File: src/rtl/adc_spi_pkg.sv
// Shared constants, FSM state type and helpers for the ADC serial-port responder.
package adc_spi_pkg;

    localparam int ADDR_W     = 5;
    localparam int DATA_W     = 11;
    localparam int FRAME_BITS = 16;
    localparam int NUM_REGS   = 32;
    localparam int CNT_W      = 5;

    // bit_cnt value for a complete frame, and the saturation value marking overflow
    localparam logic [CNT_W-1:0] CNT_FULL = 5'd16;
    localparam logic [CNT_W-1:0] CNT_MAX  = 5'd17;

    // Register 0 control bit positions
    localparam int PDN_BIT  = 0;
    localparam int RST_BIT  = 4;
    localparam int GAIN_BIT = 9;

    typedef enum logic [1:0] {
        IDLE   = 2'd0,
        SHIFT  = 2'd1,
        COMMIT = 2'd2
    } state_t;

    // Bit counter increment that sticks at CNT_MAX so long frames stay flagged
    function automatic logic [CNT_W-1:0] cnt_sat_inc(input logic [CNT_W-1:0] cnt);
        if (cnt >= CNT_MAX) begin
            return CNT_MAX;
        end else begin
            return cnt + 5'd1;
        end
    endfunction

endpackage

File: src/rtl/adc_spi_responder_sync.sv
// Input synchronizer and edge detector for the serial port pins.
// All three pins go through the same depth so that SDATA stays aligned with
// the SCLK/SEN edges derived here. Reset values keep SCLK idle-high and SEN
// low, so a frame already running at reset release never shows a SEN fall.
module spi_in_sync #(
    parameter int SYNC_STAGES = 2
) (
    input  logic clock,
    input  logic reset,
    input  logic sclk_in,
    input  logic sdata_in,
    input  logic sen_in,
    output logic sdata_sync,
    output logic sclk_fall,
    output logic sen_fall,
    output logic sen_rise
);

    logic [SYNC_STAGES-1:0] sclk_pipe_r;
    logic [SYNC_STAGES-1:0] sdata_pipe_r;
    logic [SYNC_STAGES-1:0] sen_pipe_r;
    logic                   sclk_prev_r;
    logic                   sen_prev_r;
    logic                   sclk_sync_s;
    logic                   sen_sync_s;

    // Synchronizer chains plus one extra flop per clock/enable for edge detection
    always_ff @(posedge clock or negedge reset) begin
        if (!reset) begin
            sclk_pipe_r  <= '1;
            sdata_pipe_r <= '0;
            sen_pipe_r   <= '0;
            sclk_prev_r  <= 1'b1;
            sen_prev_r   <= 1'b0;
        end else begin
            sclk_pipe_r  <= {sclk_pipe_r[SYNC_STAGES-2:0], sclk_in};
            sdata_pipe_r <= {sdata_pipe_r[SYNC_STAGES-2:0], sdata_in};
            sen_pipe_r   <= {sen_pipe_r[SYNC_STAGES-2:0], sen_in};
            sclk_prev_r  <= sclk_sync_s;
            sen_prev_r   <= sen_sync_s;
        end
    end

    assign sclk_sync_s = sclk_pipe_r[SYNC_STAGES-1];
    assign sen_sync_s  = sen_pipe_r[SYNC_STAGES-1];
    assign sdata_sync  = sdata_pipe_r[SYNC_STAGES-1];

    assign sclk_fall = sclk_prev_r & ~sclk_sync_s;
    assign sen_fall  = sen_prev_r & ~sen_sync_s;
    assign sen_rise  = ~sen_prev_r & sen_sync_s;

endmodule

File: src/rtl/adc_spi_responder.sv
// Serial-port responder: collects 16-bit write frames (5-bit address, 11-bit
// data, MSB first), keeps a 32 x 11 register image and decodes the reg0
// control bits (soft reset, power-down, coarse gain).
module adc_spi_responder
    import adc_spi_pkg::*;
#(
    parameter int SYNC_STAGES = 2
) (
    input  logic              clock,
    input  logic              reset,
    input  logic              SCLK,
    input  logic              SDATA,
    input  logic              SEN,
    input  logic [ADDR_W-1:0] rd_addr,
    output logic [DATA_W-1:0] rd_data,
    output logic              wr_strobe,
    output logic [ADDR_W-1:0] wr_addr,
    output logic [DATA_W-1:0] wr_data,
    output logic              frame_err,
    output logic              soft_reset,
    output logic              power_down,
    output logic              coarse_gain
);

    logic                  sdata_sync_s;
    logic                  sclk_fall_s;
    logic                  sen_fall_s;
    logic                  sen_rise_s;

    state_t                state_r;
    state_t                next_state_s;
    logic [CNT_W-1:0]      bit_cnt_r;
    logic [FRAME_BITS-1:0] shift_r;
    logic [CNT_W-1:0]      cnt_eff_s;
    logic [FRAME_BITS-1:0] shift_eff_s;
    logic                  frame_err_s;
    logic                  commit_s;
    logic                  clear_all_s;
    logic [ADDR_W-1:0]     frame_addr_s;
    logic [DATA_W-1:0]     frame_data_s;

    logic [DATA_W-1:0]     regs_r [NUM_REGS];
    logic [DATA_W-1:0]     rd_data_r;
    logic                  wr_strobe_r;
    logic [ADDR_W-1:0]     wr_addr_r;
    logic [DATA_W-1:0]     wr_data_r;
    logic                  frame_err_r;
    logic                  soft_reset_r;
    logic                  power_down_r;
    logic                  coarse_gain_r;

    spi_in_sync #(
        .SYNC_STAGES (SYNC_STAGES)
    ) u_sync (
        .clock      (clock),
        .reset      (reset),
        .sclk_in    (SCLK),
        .sdata_in   (SDATA),
        .sen_in     (SEN),
        .sdata_sync (sdata_sync_s),
        .sclk_fall  (sclk_fall_s),
        .sen_fall   (sen_fall_s),
        .sen_rise   (sen_rise_s)
    );

    assign frame_addr_s = shift_r[FRAME_BITS-1 -: ADDR_W];
    assign frame_data_s = shift_r[DATA_W-1:0];
    assign clear_all_s  = (frame_addr_s == {ADDR_W{1'b0}}) && frame_data_s[RST_BIT];

    // Counter/shift values including this cycle's bit, so a SEN rise in the
    // same cycle as the last SCLK fall sees the complete frame length
    always_comb begin
        cnt_eff_s   = bit_cnt_r;
        shift_eff_s = shift_r;
        if (sclk_fall_s) begin
            cnt_eff_s   = cnt_sat_inc(bit_cnt_r);
            shift_eff_s = {shift_r[FRAME_BITS-2:0], sdata_sync_s};
        end else begin
            cnt_eff_s   = bit_cnt_r;
            shift_eff_s = shift_r;
        end
    end

    // FSM state register
    always_ff @(posedge clock or negedge reset) begin
        if (!reset) begin
            state_r <= IDLE;
        end else begin
            state_r <= next_state_s;
        end
    end

    // FSM next-state logic
    always_comb begin
        next_state_s = state_r;
        case (state_r)
            IDLE: begin
                if (sen_fall_s) begin
                    next_state_s = SHIFT;
                end else begin
                    next_state_s = IDLE;
                end
            end
            SHIFT: begin
                if (sen_rise_s) begin
                    if (cnt_eff_s == CNT_FULL) begin
                        next_state_s = COMMIT;
                    end else begin
                        next_state_s = IDLE;
                    end
                end else begin
                    next_state_s = SHIFT;
                end
            end
            COMMIT:  next_state_s = IDLE;
            default: next_state_s = IDLE;
        endcase
    end

    // FSM outputs: frame error on a wrong-length frame, commit for one cycle
    always_comb begin
        frame_err_s = 1'b0;
        commit_s    = 1'b0;
        case (state_r)
            SHIFT: begin
                if (sen_rise_s && (cnt_eff_s != CNT_FULL)) begin
                    frame_err_s = 1'b1;
                end else begin
                    frame_err_s = 1'b0;
                end
            end
            COMMIT:  commit_s = 1'b1;
            default: begin
                frame_err_s = 1'b0;
                commit_s    = 1'b0;
            end
        endcase
    end

    // Bit counter and shift register: cleared on frame start, loaded while shifting
    always_ff @(posedge clock or negedge reset) begin
        if (!reset) begin
            bit_cnt_r <= 5'd0;
            shift_r   <= 16'h0000;
        end else begin
            case (state_r)
                IDLE: begin
                    if (sen_fall_s) begin
                        bit_cnt_r <= 5'd0;
                        shift_r   <= 16'h0000;
                    end
                end
                SHIFT: begin
                    bit_cnt_r <= cnt_eff_s;
                    shift_r   <= shift_eff_s;
                end
                default: begin
                    bit_cnt_r <= bit_cnt_r;
                    shift_r   <= shift_r;
                end
            endcase
        end
    end

    // Register image: a reg0 write with the reset bit set clears every register
    // and is itself not stored
    always_ff @(posedge clock or negedge reset) begin
        if (!reset) begin
            for (int i = 0; i < NUM_REGS; i++) begin
                regs_r[i] <= 11'h000;
            end
        end else if (commit_s) begin
            if (clear_all_s) begin
                for (int i = 0; i < NUM_REGS; i++) begin
                    regs_r[i] <= 11'h000;
                end
            end else begin
                regs_r[frame_addr_s] <= frame_data_s;
            end
        end
    end

    // Registered outputs: commit report, error pulse, reg0 decode and read port
    always_ff @(posedge clock or negedge reset) begin
        if (!reset) begin
            wr_strobe_r   <= 1'b0;
            wr_addr_r     <= 5'd0;
            wr_data_r     <= 11'h000;
            frame_err_r   <= 1'b0;
            soft_reset_r  <= 1'b0;
            power_down_r  <= 1'b0;
            coarse_gain_r <= 1'b0;
            rd_data_r     <= 11'h000;
        end else begin
            wr_strobe_r   <= commit_s;
            frame_err_r   <= frame_err_s;
            soft_reset_r  <= commit_s && clear_all_s;
            power_down_r  <= regs_r[0][PDN_BIT];
            coarse_gain_r <= regs_r[0][GAIN_BIT];
            rd_data_r     <= regs_r[rd_addr];
            if (commit_s) begin
                wr_addr_r <= frame_addr_s;
                wr_data_r <= frame_data_s;
            end
        end
    end

    assign rd_data     = rd_data_r;
    assign wr_strobe   = wr_strobe_r;
    assign wr_addr     = wr_addr_r;
    assign wr_data     = wr_data_r;
    assign frame_err   = frame_err_r;
    assign soft_reset  = soft_reset_r;
    assign power_down  = power_down_r;
    assign coarse_gain = coarse_gain_r;

endmodule

File: config.mk
export PLATFORM = sky130hd
export DESIGN_NAME = adc_spi_responder
export DESIGN_NICKNAME = d
export VERILOG_FILES = /design/src/rtl/adc_spi_pkg.sv /design/src/rtl/adc_spi_responder_sync.sv /design/src/rtl/adc_spi_responder.sv
export SDC_FILE = /design/constraint.sdc
export NUM_CORES = 1
export LEC_CHECK = 0
export CORE_MARGIN = 4
export CORE_UTILIZATION = 35
export DETAILED_ROUTE_END_ITERATION = 16
export PLACE_DENSITY = 0.52
export SYNTH_ARGS = -nofsm -noshare
export SYNTH_HDL_FRONTEND = slang
export SYNTH_SLANG_ARGS = --single-unit
File: constraint.sdc
create_clock -name clock -period 4.4 [get_ports clock]
set_input_delay 0.44 -clock clock [delete_from_list [all_inputs] [get_ports clock]]
set_output_delay 0.44 -clock clock [all_outputs]
set_load 0.01 [all_outputs]
Word level (Yosys, flattened, before mapping)
Cells that the tools add are included.
{"block": "totals", "latch_bits": 0, "mem_bits_rw": 0, "rom_bits": 0, "ff_bits": 415, "in_bits": 10, "memories": 0, "output_inout_bits": 32, "word_cells": 97}
{"block": "classes", "n_addsub": 1, "eq_ne": 6, "n_mul": 0, "bitwise": 8, "n_mux": 21, "div": 0, "reduce_logical": 9, "magnitude_cmp": 4, "n_shift": 0}
{"op": "$bwmux W352", "count": 1}
{"op": "$mux W352", "count": 1}
{"op": "$bmux W11 S5", "count": 1}
{"op": "$demux W11 S5", "count": 1}
{"op": "$mux W11", "count": 3}
{"op": "$mux W16", "count": 2}
{"op": "$pmux W16 S2", "count": 1}
{"op": "$mux W5", "count": 3}
{"op": "$ge A6 B6 Y1 const B", "count": 2}
{"op": "$not A5 Y6", "count": 2}
{"op": "$pmux W5 S2", "count": 1}
{"op": "$lt A6 B1 Y1 const B", "count": 1}
{"op": "$add A5 B1 Y5 const B", "count": 1}
{"op": "$eq A5 B5 Y1 const B", "count": 1}
{"op": "$ge A5 B5 Y1 const B", "count": 1}
{"op": "$logic_not A5 Y1", "count": 1}
{"op": "$ne A5 B5 Y1 const B", "count": 1}
{"op": "$logic_and A1 B1 Y1", "count": 4}
{"op": "$mux W1", "count": 4}
{"op": "$mux W2", "count": 2}
{"op": "$ne A2 B2 Y1 const B", "count": 2}
{"op": "$pmux W2 S2", "count": 1}
{"op": "$and A1 B1 Y1", "count": 3}
{"op": "$not A1 Y1", "count": 3}
{"op": "6 further kinds", "count": 6}

Depth between registers and ports, before layout
{"block": "logic_depth", "depth_word": 7, "ltp_mapped": 9, "depth_no_buf": 6}

Modules after synthesis
Synthesis repeated with hierarchy kept, for this count alone.
{"block": "hier_totals", "hier_cells": 1555, "hier_area_um2": 18676.7}
{"module": "adc_spi_responder", "instances": 1, "cells_per_inst": 1544, "area_each_um2": 18451.4, "seq_area_each_um2": 10184.8}
{"module": "spi_in_sync", "instances": 1, "cells_per_inst": 11, "area_each_um2": 225.2, "seq_area_each_um2": 203.9}

Worst setup path after synthesis
Ideal clock, no wire load.
{"block": "synth_timing", "kind": "input to register", "startpoint": "in rd_addr[1]", "endpoint": "reg rd_data_r[1] (netlist: rd_data[1])", "slack_ps": 2629, "setup_time_ps": 129, "path_buffers": 4, "path_stages": 8, "required_ps": 4271, "arrival_ps": 1642, "path_cell_list": "buf_2 -> buf_4 -> buf_4 -> buf_2 -> mux2i_1 -> nand2_1 -> a31oi_1 -> nand3_1"}
{"block": "synth_between", "elab_chain_len": 4}
{"item": "from (decl)", "line": "adc_spi_responder.sv:14", "rtl": "input logic [ADDR_W-1:0] rd_addr,"}
{"item": "$not A5 Y6 (implied by the code)", "line": "adc_spi_responder.sv:200", "rtl": "rd_data_r <= regs_r[rd_addr];"}
{"item": "$bmux W11 S5", "line": "adc_spi_responder.sv:200"}
{"item": "$mux W11 (implied by the code) (2 in a row)", "line": "adc_spi_responder.sv:200"}
{"item": "to (signal assigned)", "line": "adc_spi_responder.sv:200"}
{"item": "to (decl)", "line": "adc_spi_responder.sv:43", "rtl": "logic [DATA_W-1:0] rd_data_r;"}
No other way between the ends. The select of a mux whose other input is x is not followed.
A chain may end at the register's enable or synchronous reset.

Worst setup path after layout
{"block": "layout_timing", "startpoint": "in rd_addr[2]", "endpoint": "reg rd_data_r[4] (netlist: rd_data[4])"}
The elaborated chain is that of the path after synthesis.

==> results.txt <==
Initial antenna violation count: 1
Power density cells: 395 mW/mm^2
Chip Height: 238 microns
# DRC: 0
Starting DRT DRC Count: 1,199
Placed Cells incl. Taps: 2,118
Skew-Pair Late Insertion Delay: 0.58 ns
Top post-synthesis cells by area: dfrtp_1 (56%), a22o_1 (18%), mux2i_1 (9.5%)
Slew @ Worst Pin: 1.43 ns
Final nets: 1,500
Power share of the combinational group: 0.051
Placer Congestion: 0.841
CP top delay family: simple AND/OR/NAND/NOR gates
Tcrit/Tclk final: 0.657
Initial Util: 0.357
Max-cap violation count: 0
Internal Dissipation: 6.36 mW
CTS clock-pin slew for the worst setup and hold paths: 0.06 ns
Synthesized area: 0.0185 sq mm
CP Max Fanout: 44
Post-synth ARST share: 1.00
Fmax achieved: 346 MHz
Synthesized Nets: 1,528
Postcts setup bufs: 0
Min Hold Slack: 0.265 ns
Hold Path Class: in -> reg
Final Skew: 0.0155 ns
Max VDD drop: 0.000247 V
Grt ovf: 0
Post-route ant nets: 0
I/O Buffers: 41
Net switching power: 1.90 mW
IO Pins: 42
Final setup fails: 0
Leak: 9.79 nW
Synth top area share: 0.558
GRT Overall Usage: 0.202
Area growth from synthesis to layout: 13.1%
Ant diodes: 0
# fillers: 4,797
First-pass GRT wire length: 88,100 microns
Yosys cell types: 53
Number of H-tree levels: 2
Num CTS Buffers: 47
DPL Wire Length: 34,900 microns
Crit path kind: in -> reg
Gates resized, CTS repair: 0
CP startpoint kind: primary input
Finished Layout Cells: 2,200
Post-route minimum period: 2.89 ns
Fin. Hold Viols: 0
Largest net degree at the start of global routing: 98
Mean Syn Cell Area: 12.2 sq um
Core outline area: 0.0518 sq mm
Vias in the first global route: 13,000
Post-synth EDFFs: 0
# hold bufs at CTS: 1
Worst Setup End Kind: flip-flop
Total power: 8.27 mW
Cells after Synth: 1,516
Fraction of layout instances using a drive strength above 1: 0.101
Most common cell in the netlist: dfrtp_1
RSZ-0062 raised after global routing: false
Setup_tns: 0 ns
Vias per Instance: 5.96
WP data required: 4.80 ns
YS warnings: 0
Routed WL: 58,000 microns
Commonest cells in the netlist: dfrtp_1 (412), a22o_1 (374), mux2i_1 (176)
Buffers from clock root to sink, at most: 3
Register area share after synthesis: 0.562
Clock network fraction of design power: 0.482
Max stage delay cell, worst path: nor2b_4
Buf/Inv on CP: 1
Synth area leader: dfrtp_1
Slowest stage delay, CP: 1.18 ns
Max Slew Vio Count: 0
Rows: 83
Clk sinks: 415
CTS root buf: clkbuf_16
Max-slew headroom: 0.0462
1st-pass router iterations: 5
Sw Ratio: 0.230
Yosys reg bits: 415
Via count: 13,100
Synth Flop Type: dfrtp_1
Die width: 238 microns
Average routed wire per standard cell: 26.4 microns
Status: finished clean
Die area: 0.0565 sq mm
CTS tree: yes
CP arrival: 3.29 ns
Sequential power share: 0.467
Worst path cell trace: clkdlybuf4s50_1 -> nor2b_4 -> a22o_1 -> nor3_1 -> a31oi_1 -> nand3_1
-- routing by layer --
metal | vias to the layer above | track usage | share of wire
met2 | 507 | 0.286 | 0.42
met1 | 6836 | 0.311 | 0.48
met5 | - | 0 | 0.00014
li1 | 5676 | - | -
met4 | 2 | 0.0717 | 0.033
met3 | 98 | 0.0361 | 0.067
-- state kept, by name, summed over array words and instances, names as in the netlist --
| register | flops |
|---|---|
| frame_err | 1 |
| coarse_gain | 1 |
| u_sync.sdata_pipe_r | 2 |
| wr_addr | 5 |
| u_sync.sen_pipe_r | 2 |
| state_r | 2 |
| regs_r | 352 |
| bit_cnt_r | 5 |
| rd_data | 11 |
| soft_reset | 1 |
| wr_data | 11 |
| wr_strobe | 1 |
| power_down | 1 |
| u_sync.sen_prev_r | 1 |
| u_sync.sclk_prev_r | 1 |
| shift_r | 16 |
| u_sync.sclk_pipe_r | 2 |
-- layout make-up --
cell class	instances	area [sq um]	share of cell area
clock buffers	67	1330	0.0637
flip-flops and latches	415	10400	0.497
well taps	680	851	0.0407
clock inverters	14	210	0.0101
multi-input cells	946	7380	0.353
inverters	4	15.0	0.000718
repair buffers	74	733	0.0351
-- worst paths after layout --
| kind | depth (start not counted) | slack [ns] | startpoint | end |
|---|---|---|---|---|
| max | 6 | 1.51 | rd_addr[2] | rd_data[4]$_DFF_PN0_ |
| min | 1 | 0.27 | SCLK | u_sync.sclk_pipe_r[0]$_DFF_PN1_ |
| max reg2reg | 5 | 1.63 | shift_r[13]$_DFFE_PN0P_ | regs_r[234]$_DFFE_PN0P_ |
| min reg2reg | 0 | 0.35 | u_sync.sen_pipe_r[0]$_DFF_PN0_ | u_sync.sen_pipe_r[1]$_DFF_PN0_ |
| max in group asynchronous | 3 | 2.85 | reset | regs_r[283]$_DFFE_PN0P_ |
| min in group asynchronous | 2 | 0.38 | reset | regs_r[39]$_DFFE_PN0P_ |
-- cells by family after synthesis --
logic type / count (synthesis) / synth area share
and+or+nand+nor: 252 / 0.0753
muxes: 176 / 0.0953
AOI/OAI and AO/OA: 514 / 0.225
adders and majority gates: 2 / 0.00135
DFF: 415 / 0.562
buffers and inverters: 155 / 0.0403
xor gates and xnor gates: 2 / 0.000948
-- worst register-to-register path: stages, from the launching register on --
cell and delay, ns:
dfrtp_1 0.49, nor3_2 0.35, and3_1 0.64, buf_4 0.42, o21ai_1 0.42, a22o_1 0.34
-- power by group through the flow --
stage / clock, mW / sequential, mW / combinational [mW]
after floorplan: 0 / 3.92 / 0.202
after global placement: 0 / 3.93 / 0.424
after detailed placement: 0 / 3.93 / 0.424
after CTS: 4.08 / 3.86 / 0.425
after global routing: 4.24 / 3.86 / 0.454
final: 3.99 / 3.86 / 0.420
-- cell usage in the layout, fill, tap and decap left out, types with 3 or more instances in the layout --
cell type	synthesis	final
bufinv_16	0	5
mux2i_1	176	176
buf_12	0	5
nor2_1	31	30
or2_2	3	3
clkbuf_16	0	48
clkdlybuf4s50_1	0	39
nor2b_1	5	3
a22o_1	374	374
dfstp_2	3	3
a22oi_1	44	44
buf_4	12	27
nand2b_1	7	6
nand3_1	25	25
nor2_2	5	5
clkbuf_8	0	6
nand4_1	11	11
nand2_1	102	102
nor2_4	2	3
o21ai_0	19	19
a31oi_1	13	13
nor3_1	15	15
dfrtp_1	412	412
nand3b_1	4	4
clkinv_2	0	7
clkbuf_1	60	13
nor3_2	20	20
a21oi_1	25	25
o21ai_1	24	24
nor3_4	6	6
inv_1	3	3
-- per-stage QoR --
step	instance area, sq um	worst slack [ns]	util
4_1_cts	20900	1.66	0.403
2_1_floorplan	18500	2.63	-
3_3_place_gp	19400	1.02	0.374
6_report	20900	1.51	0.403
3_5_place_dp	19400	1.03	0.374
5_1_grt	20900	1.47	0.403
Note: power is estimated with default switching activity, not from simulation.
